===== src/rtl/display_mux_n.sv =====
// Multiplexed 7-segment driver for N two-digit binary fields.
// A repeated-subtraction FSM converts the fields to BCD into a shadow
// register, then commits the whole set at once to the display register.
// A scan prescaler rotates through the digits and a blink prescaler
// gates the anodes of fields selected by blink_mask.
module display_mux_n #(
    parameter int unsigned N_FIELDS  = 2,
    parameter int unsigned SCAN_DIV  = 50000,
    parameter int unsigned BLINK_DIV = 25000000
) (
    input  logic                    fast_clk,
    input  logic                    rst,
    input  logic [7*N_FIELDS-1:0]   fields,
    input  logic                    load,
    input  logic [N_FIELDS-1:0]     blink_mask,
    input  logic [2*N_FIELDS-1:0]   dp_mask,
    output logic                    busy,
    output logic                    done,
    output logic [2*N_FIELDS-1:0]   anode_vec,
    output logic [6:0]              cathode_vec,
    output logic                    dp
);
    localparam int unsigned ND  = 2 * N_FIELDS;
    localparam int unsigned FW  = 7 * N_FIELDS;
    localparam int unsigned DW  = 4 * ND;
    localparam int unsigned FIW = (N_FIELDS > 1) ? $clog2(N_FIELDS) : 1;
    localparam int unsigned DIW = $clog2(ND);
    localparam int unsigned SCW = $clog2(SCAN_DIV);
    localparam int unsigned BLW = $clog2(BLINK_DIV);
    localparam logic [3:0]  DASH = 4'hA;

    typedef enum logic [1:0] {IDLE, LOAD, SUB, COMMIT} state_t;

    state_t           state_q, state_d;
    logic [FW-1:0]    latch_q, latch_d;
    logic [FIW-1:0]   fidx_q, fidx_d;
    logic [6:0]       rem_q, rem_d;
    logic [3:0]       tens_q, tens_d;
    logic [DW-1:0]    shadow_q, shadow_d;
    logic [DW-1:0]    disp_q, disp_d;
    logic             busy_q, busy_d;
    logic             done_q, done_d;
    logic [SCW-1:0]   scan_cnt_q, scan_cnt_d;
    logic [DIW-1:0]   scan_idx_q, scan_idx_d;
    logic [BLW-1:0]   blink_cnt_q, blink_cnt_d;
    logic             blink_on_q, blink_on_d;
    logic [ND-1:0]    anode_q, anode_d;
    logic [6:0]       cath_q, cath_d;
    logic             dp_q, dp_d;

    logic [6:0]       field_sel;
    logic             slot_wr;
    logic [7:0]       slot_val;
    logic             scan_tick;
    logic             blink_tick;
    logic [3:0]       digit_sel;
    logic             blink_sel;
    logic             dp_sel;

    // Active-low segment pattern for a BCD digit; anything else is a dash
    function automatic logic [6:0] seg_of(input logic [3:0] d);
        case (d)
            4'd0:    seg_of = 7'b0000001;
            4'd1:    seg_of = 7'b1001111;
            4'd2:    seg_of = 7'b0010010;
            4'd3:    seg_of = 7'b0000110;
            4'd4:    seg_of = 7'b1001100;
            4'd5:    seg_of = 7'b0100100;
            4'd6:    seg_of = 7'b0100000;
            4'd7:    seg_of = 7'b0001111;
            4'd8:    seg_of = 7'b0000000;
            4'd9:    seg_of = 7'b0001100;
            default: seg_of = 7'b1111110;
        endcase
    endfunction

    // Pick the latched field addressed by the conversion index
    always_comb begin
        field_sel = '0;
        for (int k = 0; k < N_FIELDS; k++) begin
            if (fidx_q == FIW'(k)) field_sel = latch_q[7*k +: 7];
        end
    end

    // Conversion FSM: capture, divide by repeated subtraction, commit
    always_comb begin
        state_d  = state_q;
        latch_d  = latch_q;
        fidx_d   = fidx_q;
        rem_d    = rem_q;
        tens_d   = tens_q;
        shadow_d = shadow_q;
        disp_d   = disp_q;
        busy_d   = busy_q;
        done_d   = 1'b0;
        slot_wr  = 1'b0;
        slot_val = '0;
        case (state_q)
            IDLE: begin
                if (load) begin
                    latch_d = fields;
                    fidx_d  = '0;
                    busy_d  = 1'b1;
                    state_d = LOAD;
                end
            end
            LOAD: begin
                rem_d   = field_sel;
                tens_d  = '0;
                state_d = SUB;
            end
            SUB: begin
                if (rem_q > 7'd99) begin
                    slot_wr  = 1'b1;
                    slot_val = {DASH, DASH};
                end else if (rem_q >= 7'd10) begin
                    rem_d  = rem_q - 7'd10;
                    tens_d = tens_q + 4'd1;
                end else begin
                    slot_wr  = 1'b1;
                    slot_val = {tens_q, rem_q[3:0]};
                end
                if (slot_wr) begin
                    for (int k = 0; k < N_FIELDS; k++) begin
                        if (fidx_q == FIW'(k)) shadow_d[8*k +: 8] = slot_val;
                    end
                    if (fidx_q == FIW'(N_FIELDS - 1)) begin
                        state_d = COMMIT;
                    end else begin
                        fidx_d  = fidx_q + FIW'(1);
                        state_d = LOAD;
                    end
                end
            end
            COMMIT: begin
                disp_d  = shadow_q;
                done_d  = 1'b1;
                busy_d  = 1'b0;
                state_d = IDLE;
            end
            default: state_d = IDLE;
        endcase
    end

    // Free-running scan and blink prescalers
    always_comb begin
        scan_tick   = (scan_cnt_q == SCW'(SCAN_DIV - 1));
        scan_cnt_d  = scan_tick ? '0 : scan_cnt_q + SCW'(1);
        scan_idx_d  = scan_idx_q;
        if (scan_tick) begin
            scan_idx_d = (scan_idx_q == DIW'(ND - 1)) ? '0 : scan_idx_q + DIW'(1);
        end
        blink_tick  = (blink_cnt_q == BLW'(BLINK_DIV - 1));
        blink_cnt_d = blink_tick ? '0 : blink_cnt_q + BLW'(1);
        blink_on_d  = blink_tick ? ~blink_on_q : blink_on_q;
    end

    // Digit drive for the incoming scan index, refreshed only on scan ticks
    always_comb begin
        digit_sel = '0;
        blink_sel = 1'b0;
        dp_sel    = 1'b0;
        for (int i = 0; i < ND; i++) begin
            if (scan_idx_d == DIW'(i)) begin
                digit_sel = disp_q[4*i +: 4];
                blink_sel = blink_mask[i/2];
                dp_sel    = dp_mask[i];
            end
        end
        anode_d = anode_q;
        cath_d  = cath_q;
        dp_d    = dp_q;
        if (scan_tick) begin
            anode_d = (blink_sel && !blink_on_q) ? {ND{1'b1}} : ~(ND'(1) << scan_idx_d);
            cath_d  = seg_of(digit_sel);
            dp_d    = ~dp_sel;
        end
    end

    // State and output registers with synchronous reset
    always_ff @(posedge fast_clk) begin
        if (rst) begin
            state_q     <= IDLE;
            latch_q     <= '0;
            fidx_q      <= '0;
            rem_q       <= '0;
            tens_q      <= '0;
            shadow_q    <= '0;
            disp_q      <= '0;
            busy_q      <= 1'b0;
            done_q      <= 1'b0;
            scan_cnt_q  <= '0;
            scan_idx_q  <= '0;
            blink_cnt_q <= '0;
            blink_on_q  <= 1'b1;
            anode_q     <= '1;
            cath_q      <= 7'b1111111;
            dp_q        <= 1'b1;
        end else begin
            state_q     <= state_d;
            latch_q     <= latch_d;
            fidx_q      <= fidx_d;
            rem_q       <= rem_d;
            tens_q      <= tens_d;
            shadow_q    <= shadow_d;
            disp_q      <= disp_d;
            busy_q      <= busy_d;
            done_q      <= done_d;
            scan_cnt_q  <= scan_cnt_d;
            scan_idx_q  <= scan_idx_d;
            blink_cnt_q <= blink_cnt_d;
            blink_on_q  <= blink_on_d;
            anode_q     <= anode_d;
            cath_q      <= cath_d;
            dp_q        <= dp_d;
        end
    end

    assign busy        = busy_q;
    assign done        = done_q;
    assign anode_vec   = anode_q;
    assign cathode_vec = cath_q;
    assign dp          = dp_q;

endmodule


===== config.mk =====
export PLATFORM = sky130hd
export DESIGN_NAME = display_mux_n
export DESIGN_NICKNAME = d
export VERILOG_FILES = /design/src/rtl/display_mux_n.sv
export SDC_FILE = /design/constraint.sdc
export NUM_CORES = 1
export LEC_CHECK = 0
export CORE_AREA = 2 2 93 117
export DETAILED_ROUTE_END_ITERATION = 7
export DIE_AREA = 0 0 95 119
export PLACE_DENSITY = 0.81
export SYNTH_ARGS = -nofsm -noshare
export SYNTH_HDL_FRONTEND = slang
export SYNTH_SLANG_ARGS = --single-unit

===== constraint.sdc =====
create_clock -name fast_clk -period 2.7 [get_ports fast_clk]
set_clock_uncertainty 0.15 [all_clocks]
set_input_delay 0.27 -clock fast_clk [delete_from_list [all_inputs] [get_ports fast_clk]]
set_output_delay 0.27 -clock fast_clk [all_outputs]
set_load 0.05 [all_outputs]

==> flow_summary.toml <==
[status]
status = "finished with violations"
failed_checks = "setup timing"

[place]
portBuffers = 36
dpl.hpwl_mm = 7.79
dp_cells = 799
gp_congestion = 0.882

[synth]
async_flop_share_pct = 0
synth_compound_area_share_pct = 12.3
synth_fa_ha_area_share_pct = 2.85
synth-simple-area-share_pct = 27.0
synth_nets = 679
ys_seq_elements = 118
synth_xor_area_share_pct = 6.65
ys_dominant_reg_cell = "dfxtp_1"
netlist.area_leader.share_pct = 44.8
synth-edff-count = 0
syn_area_um2 = 5270
synth_top_family_by_area = "simple AND/OR/NAND/NOR gates"
synth_warnings = 0
synth_top_cell_by_area = "dfxtp_1"
synthMuxAreaShare_pct = 2.56
yosysSeqAreaShare_pct = 44.8
ys_top_cells_by_area = "dfxtp_1, nand2_1, a21oi_1, nor2_1, xor2_1"
avgSynthCellArea_um2 = 8.19
ys_types = 50
syn-instance-count = 644

[clock_tree]
clock_path_buffers = 2
clock_sinks = 118
cts_tree = "done"
cts_buffers = 17
clock_latency_ps = 410
cts_htree_levels = 4
hold_buffers = 0
cts.clk_slew.worst_paths_ps = 50
clockRootBuffer = "clkbuf_16"

[final_layout]
final_util_pct = 63.8
num-fill-cells = 797
area_growth_pct = 25.3
fin_nets = 735
drive_above_1_share_pct = 12.9
insertedDiodeCount = 0
final_cells = 844

[floorplanning]
num_rows = 42
start_util_pct = 50.9
dieHeight_um = 119
coreArea_um2 = 10400
die_w_um = 95
io_pins = 37
dieArea_um2 = 11300

[sta]
layout_setup_ws_ps = -109
tightest_slew_ps = 685
finalHoldViolCount = 0
maxSlewViolCount = 0
timing.fmax_ghz = 0.356
setup_viol = 6
relSlewSlack_pct = 54.1
tns_ps = -469
grt_setup_unrepaired = "true"
period_needed_ps = 2810
finalCritPeriodShare_pct = 104

[critical_path]
worstPathRequired_ps = 2890
cp_num_buf_inv = 1
critPathKind = "reg2reg"
cpMaxStageDelayCell = "nor4b_4"
crit_chain = "nor4b_4, nand4_4, mux2i_4, mux2i_1, o211ai_1, inv_1, ha_2, a21bo_2, a211o_1, nand4b_1"
slowest_delay_ps = 370
worstPathArrival_ps = 3000
cp_top_family = "compound AO/OA/AOI/OAI gates"
cp-end-kind = "register"
critPathMaxFanout = 5
worst_setup_path_start_kind = "register"

[route]
post_drt_wl_per_cell_um = 14.1
first_pass_iters = 5
drt-total-wl_mm = 11.9
vias = 4639
drc = 0
vias_per_cell = 5.50
antenna_left = 0
drt_iter0_drc = 288

[grt]
grt_pass1_wl_mm = 19.7
grt-ovfl-total = 0
antenna_found_initial = 0
grtUsageTotal_pct = 21.8
grt_max_degree = 65
grt_pass1_vias = 4546

[pwr]
p_leak_uw = 0.00246
pwr_density_cell_nw_per_um2 = 664
peakVddDrop_v = 0.000405

[hold_path]
min_path_type = "in2reg"

[job]
cap_violations = 0
==> flip-flops by register name (all words and copies together), names as in the netlist <==
name and cells:
anode_vec 4, blink_cnt_q 25, blink_on_q 1, busy 1, cathode_vec 7, disp_q 16
done 1, dp 1, fidx_q 1, latch_q 14, rem_q 7, scan_cnt_q 16
scan_idx_q 2, shadow_q 16, state_q 2, tens_q 4
==> metrics by stage <==
step                      instance area [um2]  power [uW]  hold slack [ps]  setup WS [ps]
after CTS                                6490        4410             56.1          -30.1
after global routing                     6610        4540             57.6           -241
after floorplan                          5310        2000              245           22.5
after global placement                   5840        2070              251           84.3
final                                    6610        4390             65.1           -109
after detailed placement                 5840        2080              260          -35.4
==> final cells by class <==
type / instances / area (um2) / share of cell area, %
timing repair buffer: 72 / 629 / 9.53
inverter: 14 / 52.6 / 0.795
clock inverter: 9 / 150 / 2.27
multi-input combinational: 477 / 2780 / 42.0
tap: 132 / 165 / 2.50
clock buffer: 22 / 464 / 7.03
sequential: 118 / 2370 / 35.8
==> cell usage after synthesis, types with 2 or more instances <==
cell,instances
nand3_1,37
nand4_1,7
xnor2_1,18
dfxtp_1,118
nor2b_1,4
mux2i_1,12
xor2_1,22
inv_1,14
o211ai_1,3
a211oi_1,14
nor4_1,4
nand2_1,107
buf_6,2
o21ai_0,14
and2_1,7
nand3b_1,3
o21bai_1,3
nor3b_1,3
a21o_1,3
and3_1,8
and4_1,2
a21oi_1,63
or2_2,3
ha_1,12
or3_1,3
nor2_1,83
clkbuf_1,31
nand4b_1,4
nand2b_1,6
a211o_1,2
nor3_1,13
==> metal layers <==
layer / up-vias / routed length [um] / GRT usage, %
met5: - / 0 / 0
met4: 0 / 312 / 9.06
met3: 27 / 552 / 6.77
met2: 142 / 6230 / 38.9
met1: 2163 / 4790 / 23.4
li1: 2307 / - / -
==> cells by family after synthesis <==
group	Yosys count
compound gates	110
xor+xnor	40
mux	13
fa+ha+maj	12
flops	118
simple gates	302
buf+inv	49
==> timing repair <==
item / in CTS / in global routing
buffers inserted: 5 / 9
endpoints found under the setup margin: 5 / 15
gates resized for setup: 3 / 11
pin swaps: 0 / 9
==> cell usage in the layout, fill, tap and decap left out, drive strengths merged, types with 6 or more instances in the layout <==
cell type and count:
dfxtp 118, nand2 107, nor2 83, a21oi 63, nand3 37, buf 37, clkdlybuf4s50 35, xor2 22
clkbuf 22, xnor2 18, inv 14, a211oi 14, o21ai 14, nor3 13, mux2i 12, ha 12
and3 9, nand4 8, and2 7, nand2b 6
==> report_power, final <==
part	switching, uW	leakage (uW)	internal (uW)	total (uW)
clock network	754	0.000296	1580	2330
logic	139	0.00121	97.2	236
registers	33.5	0.000957	1780	1820
total	926	0.00246	3460	4390
==> final timing paths <==
check,from,to,slack (ps),depth (start not counted)
hold reg to reg,scan_cnt_q[0],scan_cnt_q[0],300,1
setup / recovery,scan_cnt_q[5],cathode_vec[6],-110,10
hold / removal,rst,scan_idx_q[1],70,2
setup reg to reg,scan_cnt_q[5],cathode_vec[6],-110,10
(Power assumes the default switching activity.)
